$ cat config.mk
export PLATFORM = sky130hd
export DESIGN_NAME = gb_apu_mixer_flat
export DESIGN_NICKNAME = d
export VERILOG_FILES = /design/src/rtl/gb_apu_mixer_if.sv /design/src/rtl/gb_apu_mixer.sv /design/src/flat_wrapper.sv
export SDC_FILE = /design/constraint.sdc
export NUM_CORES = 1
export LEC_CHECK = 0
export CELL_PAD_IN_SITES_DETAIL_PLACEMENT = 2
export CELL_PAD_IN_SITES_GLOBAL_PLACEMENT = 2
export CORE_MARGIN = 4
export CORE_UTILIZATION = 34
export DETAILED_ROUTE_END_ITERATION = 10
export PLACE_DENSITY_LB_ADDON = 0.1
export SLEW_MARGIN = 25
export SYNTH_ARGS = -nofsm -noshare
export SYNTH_HDL_FRONTEND = slang
export SYNTH_SLANG_ARGS = --single-unit
$ cat constraint.sdc
create_clock -name clk -period 3.5 [get_ports clk]
set_input_delay 0.7 -clock clk [delete_from_list [all_inputs] [get_ports clk]]
set_output_delay 0.7 -clock clk [all_outputs]
set_load 0.02 [all_outputs]
$ cat src/rtl/gb_apu_mixer_if.sv
// Output sample handshake of the APU mixer: one stereo sample per transfer,
// qualified by valid/ready.
interface gb_apu_mixer_if;
    logic signed [15:0] sample_left;
    logic signed [15:0] sample_right;
    logic               sample_valid;
    logic               sample_ready;

    modport master (
        output sample_left,
        output sample_right,
        output sample_valid,
        input  sample_ready
    );

    modport slave (
        input  sample_left,
        input  sample_right,
        input  sample_valid,
        output sample_ready
    );
endinterface

$ cat src/rtl/gb_apu_mixer.sv
// Game Boy APU mixer: per-channel DAC, NR51 panning, NR50 volume, decimation
// to a fixed sample rate and a 2-entry stereo output FIFO with drop counting.
module gb_apu_mixer #(
    parameter int SAMPLE_DIV = 95
) (
    input  logic           clk,
    input  logic           reset,
    input  logic [15:0]    level,
    input  logic [3:0]     dac_en,
    input  logic [7:0]     nr51,
    input  logic [7:0]     nr50,
    input  logic           apu_enable,
    gb_apu_mixer_if.master smp,
    output logic [7:0]     overflow_count
);
    localparam logic [15:0] CNT_LAST = 16'(SAMPLE_DIV - 1);

    logic signed [4:0]  term_l_d [4];
    logic signed [4:0]  term_r_d [4];
    logic signed [4:0]  term_l_q [4];
    logic signed [4:0]  term_r_q [4];
    logic [2:0]         s1_vol_l_q, s1_vol_r_q;
    logic               s1_en_q;

    logic signed [6:0]  sum_l_d, sum_r_d;
    logic signed [6:0]  sum_l_q, sum_r_q;
    logic [2:0]         s2_vol_l_q, s2_vol_r_q;
    logic               s2_en_q;

    logic signed [4:0]  gain_l, gain_r;
    logic signed [9:0]  scaled_l, scaled_r;
    logic signed [15:0] out_l_d, out_r_d;
    logic signed [15:0] out_l_q, out_r_q;

    logic [15:0]        cnt_d, cnt_q;
    logic               strobe;

    logic signed [15:0] mem_l_q [2];
    logic signed [15:0] mem_r_q [2];
    logic               rd_ptr_d, rd_ptr_q;
    logic               wr_ptr_d, wr_ptr_q;
    logic [1:0]         count_d, count_q;
    logic [7:0]         ovf_d, ovf_q;
    logic               pop, push_ok, drop;

    // VIN bits of NR50 have no effect on the mix.
    logic unused_vin;
    assign unused_vin = nr50[7] ^ nr50[3];

    // 2*level-15 fits 5-bit two's complement, so modular arithmetic is exact.
    genvar gi;
    generate
        for (gi = 0; gi < 4; gi++) begin : g_chan
            logic [4:0] dac_val;
            assign dac_val      = {level[4*gi +: 4], 1'b0} - 5'd15;
            assign term_l_d[gi] = (dac_en[gi] && nr51[4+gi]) ? dac_val : 5'd0;
            assign term_r_d[gi] = (dac_en[gi] && nr51[gi])   ? dac_val : 5'd0;
        end
    endgenerate

    always_ff @(posedge clk) begin
        if (reset) begin
            for (int i = 0; i < 4; i++) begin
                term_l_q[i] <= '0;
                term_r_q[i] <= '0;
            end
            s1_vol_l_q <= '0;
            s1_vol_r_q <= '0;
            s1_en_q    <= 1'b0;
        end else begin
            for (int i = 0; i < 4; i++) begin
                term_l_q[i] <= term_l_d[i];
                term_r_q[i] <= term_r_d[i];
            end
            s1_vol_l_q <= nr50[6:4];
            s1_vol_r_q <= nr50[2:0];
            s1_en_q    <= apu_enable;
        end
    end

    always_comb begin
        sum_l_d = '0;
        sum_r_d = '0;
        for (int i = 0; i < 4; i++) begin
            sum_l_d = sum_l_d + 7'(term_l_q[i]);
            sum_r_d = sum_r_d + 7'(term_r_q[i]);
        end
    end

    always_ff @(posedge clk) begin
        if (reset) begin
            sum_l_q    <= '0;
            sum_r_q    <= '0;
            s2_vol_l_q <= '0;
            s2_vol_r_q <= '0;
            s2_en_q    <= 1'b0;
        end else begin
            sum_l_q    <= sum_l_d;
            sum_r_q    <= sum_r_d;
            s2_vol_l_q <= s1_vol_l_q;
            s2_vol_r_q <= s1_vol_r_q;
            s2_en_q    <= s1_en_q;
        end
    end

    assign gain_l   = $signed({2'b00, s2_vol_l_q}) + 5'sd1;
    assign gain_r   = $signed({2'b00, s2_vol_r_q}) + 5'sd1;
    assign scaled_l = 10'(sum_l_q) * 10'(gain_l);
    assign scaled_r = 10'(sum_r_q) * 10'(gain_r);
    assign out_l_d  = s2_en_q ? {scaled_l[9], scaled_l, 5'b00000} : 16'sd0;
    assign out_r_d  = s2_en_q ? {scaled_r[9], scaled_r, 5'b00000} : 16'sd0;

    always_ff @(posedge clk) begin
        if (reset) begin
            out_l_q <= '0;
            out_r_q <= '0;
        end else begin
            out_l_q <= out_l_d;
            out_r_q <= out_r_d;
        end
    end

    assign strobe = (cnt_q == CNT_LAST);
    assign cnt_d  = strobe ? 16'd0 : cnt_q + 16'd1;

    // A push into a full FIFO survives only if the head leaves on the same edge.
    assign pop     = (count_q != 2'd0) && smp.sample_ready;
    assign push_ok = strobe && ((count_q != 2'd2) || pop);
    assign drop    = strobe && (count_q == 2'd2) && !pop;

    assign rd_ptr_d = rd_ptr_q ^ pop;
    assign wr_ptr_d = wr_ptr_q ^ push_ok;
    assign ovf_d    = (drop && (ovf_q != 8'hFF)) ? ovf_q + 8'd1 : ovf_q;

    always_comb begin
        count_d = count_q;
        if (push_ok && !pop) begin
            count_d = count_q + 2'd1;
        end else if (!push_ok && pop) begin
            count_d = count_q - 2'd1;
        end
    end

    always_ff @(posedge clk) begin
        if (reset) begin
            cnt_q    <= '0;
            rd_ptr_q <= 1'b0;
            wr_ptr_q <= 1'b0;
            count_q  <= '0;
            ovf_q    <= '0;
            for (int i = 0; i < 2; i++) begin
                mem_l_q[i] <= '0;
                mem_r_q[i] <= '0;
            end
        end else begin
            cnt_q    <= cnt_d;
            rd_ptr_q <= rd_ptr_d;
            wr_ptr_q <= wr_ptr_d;
            count_q  <= count_d;
            ovf_q    <= ovf_d;
            if (push_ok) begin
                mem_l_q[wr_ptr_q] <= out_l_q;
                mem_r_q[wr_ptr_q] <= out_r_q;
            end
        end
    end

    assign smp.sample_left  = mem_l_q[rd_ptr_q];
    assign smp.sample_right = mem_r_q[rd_ptr_q];
    assign smp.sample_valid = (count_q != 2'd0);
    assign overflow_count   = ovf_q;
endmodule
$ cat src/flat_wrapper.sv
// flat-port wrapper written by rule: the top's interface ports become plain ports
module gb_apu_mixer_flat 
#(
    parameter int SAMPLE_DIV = 95
)
  (clk, reset, level, dac_en, nr51, nr50, apu_enable, overflow_count, smp_sample_left, smp_sample_right, smp_sample_valid, smp_sample_ready);
  gb_apu_mixer_if smp_i ();
  input  logic clk;
  input  logic reset;
  input  logic [15:0] level;
  input  logic [3:0] dac_en;
  input  logic [7:0] nr51;
  input  logic [7:0] nr50;
  input  logic apu_enable;
  output logic [7:0] overflow_count;
  output wire logic [$bits(smp_i.sample_left)-1:0] smp_sample_left;
  output wire logic [$bits(smp_i.sample_right)-1:0] smp_sample_right;
  output wire logic [$bits(smp_i.sample_valid)-1:0] smp_sample_valid;
  input wire logic [$bits(smp_i.sample_ready)-1:0] smp_sample_ready;
  assign smp_sample_left = smp_i.sample_left;
  assign smp_sample_right = smp_i.sample_right;
  assign smp_sample_valid = smp_i.sample_valid;
  assign smp_i.sample_ready = smp_sample_ready;
  gb_apu_mixer #(.SAMPLE_DIV(SAMPLE_DIV)) u_core (.clk(clk), .reset(reset), .level(level), .dac_en(dac_en), .nr51(nr51), .nr50(nr50), .apu_enable(apu_enable), .smp(smp_i), .overflow_count(overflow_count));
endmodule
==> run metrics <==
Tmin final roughly 3.5 ns; DRC viols 0; ANT nets after route 0; largest net degree at the start of global routing 40; fin cells 1177; Mapped Cells 743; worst hold path type flop to flop; area leader, netlist dfxtp_1; Reg2Reg Setup Slack 0.04 ns; Buf/Inv on CP 2; Async SR Flop Fraction 0; Worst Setup End Kind flop; unrepaired setup endpoints after global routing true; GRT overflow 0; Die H 163 um; Worst Skew 0.0119 ns; setup ws final approximately 0.044 ns; maximum clock insertion buffer count 2; multiplexer share of the synthesized area 0.0326; DR iter-0 viols 121; worst slew pin tran between 0.6 and 0.7 ns; Min Hold Slack 0.451 ns; total power 4.47 mW; ant diodes 0; worst hold start u_core.s1_vol_l_q[1]; Max Cap Viol 0; routability cong. 0.762; delay-heaviest family, CP adder cells; status finished clean; die width 163 um; Post-Route WL 20.2 mm; reg2reg end u_core.out_r_q[14]; Post-synth top cells dfxtp_1 (116), and2_1 (107), ha_1 (52), inv_1 (52), nor2_1 (51); footprint of the multi-input gates 0.00469 sq mm; Post-Syn Area 0.00818 sq mm; Die Area 0.0266 sq mm; Detailed Routing Iterations Pass 1 4; Num CTS Buffers 17; final setup fails 0; reg2reg path depth 13; Synth Area in Adders 0.192; Tot GR Track Use 0.156; hold endpoint u_core.s2_vol_l_q[1]; Seq cells post-synth 156; initial core utilization 0.348; Final nets about 980; Leak about 4.3 nW; syn_area_per_cell around 11 sq um; CP max-delay cell or4_4; CP required 3.82 ns; Clock Tree Root clkbuf_16; vias in the first global route 6470; CTS tree done; Yosys top cell area share 0.284; number of synthesized flops with an enable pin 40; R2R Path Start u_core.s2_vol_r_q[0]; dpl cells between 1000 and 1500; via count of the routed design ~5500; xor/xnor share of the synthesized area 0.0537; Rel. slew slack 0.566; top_reg_cell synth dfxtp_1; DP HPWL 15.1 mm; worst-skew pair later-pin latency 0.43 ns; Via density 4.69; Worst-path clk slew 0.07 ns; most frequent cell after synthesis dfxtp_1; crit-path max cell delay 0.54 ns; post-layout util 0.441; CP Launch Type flop; fmax 289 MHz; drt wl/cell 17.1 um; Simple-Gate Fraction of Synth Area 0.211; FF+latch area 0.00353 sq mm; peak supply drop 262 uV; endpoints failing hold 0; CORE AREA 0.0235 sq mm; post-synth cell types 50; crit path max fanout 7; fin crit share 0.987; CP Data Arrival Time 3.78 ns; Max Slew Vio Count 0; Hold Path Depth 1; row cnt 56; # IOs 81; WS Path Type flop to flop; Pwr Density 431 mW/mm^2; most used cell, CP ha_4; Critical Path, Cell by Cell ha_4 -> xor2_4 -> and2_4 -> ha_4 -> fa_1 -> inv_1 -> fa_1 -> inv_2 -> ha_4 -> or4_4 -> o22ai_4 -> xor2_2 -> nor2_1; H-tree lvl count 4; initial antenna violation count 0; post-synthesis sequential area ratio 0.431; complex-gate fraction of the synthesized area 0.0362; Area Growth Syn to Fin 26.9%; # fillers 2442; IO Port Bufs slightly below 70; yosys warns 0; post-place setup slack -0.355 ns; largest family of logic cells by synthesized area simple AND/OR/NAND/NOR gates; share of cells above drive strength 1 0.189; CTS sink count 156; first-pass GRT wire length 33.1 mm; Area contributors post-synth dfxtp_1 (28%), edfxtp_1 (15%), fa_1 (11%)
==> flip-flops by register name, summed over array words and instances, names as in the netlist <==
name / cells
u_core.term_l_q: 20
u_core.out_l_q: 10
u_core.s1_en_q: 1
u_core.s2_en_q: 1
u_core.overflow_count: 8
u_core.s2_vol_r_q: 3
u_core.s1_vol_r_q: 3
u_core.sum_l_q: 7
u_core.s2_vol_l_q: 3
u_core.mem_l_q: 20
u_core.sum_r_q: 7
u_core.count_q: 2
u_core.wr_ptr_q: 1
u_core.cnt_q: 16
u_core.term_r_q: 20
u_core.s1_vol_l_q: 3
u_core.mem_r_q: 20
u_core.out_r_q: 10
u_core.rd_ptr_q: 1
==> worst register-to-register path, cell delays in order, from the launching register on <==
cell and delay [ns]:
dfxtp_4 0.36, ha_4 0.16, xor2_4 0.24, and2_4 0.19, ha_4 0.19, fa_1 0.49
inv_1 0.06, fa_1 0.50, inv_2 0.05, ha_4 0.15, or4_4 0.54, o22ai_4 0.18
xor2_2 0.18, nor2_1 0.06
==> power breakdown <==
part	leakage [nW]	switching (mW)	internal, mW
clock network	0.307	0.798	1.13
registers	1.33	0.0475	1.92
logic	2.68	0.302	0.277
==> layer usage <==
metal  up-vias  share of wire  track usage  wire length (um)
li1       2638              -            -                 -
met1      2785           0.43        0.183              8630
met2        82           0.54        0.293             10800
met3        16          0.027       0.0308               554
met4         0         0.0085       0.0355               172
met5         -              0            0                 0
==> cell families (layout without fill, tap and decap cells) <==
| family | after synthesis | in the layout |
|---|---|---|
| and+or+nand+nor | 290 | 290 |
| DFF | 156 | 156 |
| adders and majority gates | 98 | 98 |
| buffers and inverters | 81 | 187 |
| xor gates and xnor gates | 47 | 47 |
| AOI/OAI and AO/OA | 46 | 46 |
| muxes | 24 | 24 |
| other | 1 | 10 |
==> through the flow <==
stage	setup TNS [ns]	instance area (sq um)
global route	-0.359	10400
global placement	-0.905	9390
floorplan	0	8240
CTS	-0.0663	10200
detailed placement	-1.48	9390
finish	0	10400
==> worst max path at each step <==
stage	startpoint	endpoint	cells past startpoint
2_1_floorplan	u_core.s2_vol_r_q[0]	u_core.out_r_q[13]	13
3_3_place_gp	u_core.s2_vol_l_q[0]	u_core.out_l_q[13]	15
3_5_place_dp	u_core.s2_vol_l_q[0]	u_core.out_l_q[13]	15
4_1_cts	u_core.s2_vol_l_q[0]	u_core.out_l_q[13]	15
5_1_grt	u_core.s2_vol_r_q[0]	u_core.out_r_q[14]	13
6_report	u_core.s2_vol_r_q[0]	u_core.out_r_q[14]	13
==> final cells by class <==
| cell class | count | area share |
|---|---|---|
| clock buffer | 19 | 0.0447 |
| clock inverter | 13 | 0.0145 |
| inverter | 52 | 0.0188 |
| multi-input combinational | 515 | 0.452 |
| sequential | 156 | 0.340 |
| tap | 319 | 0.0384 |
| timing repair buffer | 103 | 0.0915 |
==> what timing repair did <==
| item | in CTS | in global routing |
|---|---|---|
| setup buffers | 2 | 3 |
| pin swaps | 24 | 32 |
| hold buffers | 0 | 0 |
| gates resized for setup | 40 | 41 |
| endpoints found under the setup margin | 8 | 9 |
| hold endpoints to repair | 0 | 0 |
==> cells in the final DEF (no fill, tap or decap), types with 21 or more instances in the layout <==
master and instances:
and2_1 96, xnor2_1 21, xor2_1 21, nor2_1 50, ha_1 35, inv_1 43
nor2b_1 35, edfxtp_1 40, dfxtp_1 111, clkdlybuf4s50_1 67, fa_1 44, buf_4 32
(Power assumes the default switching activity.)
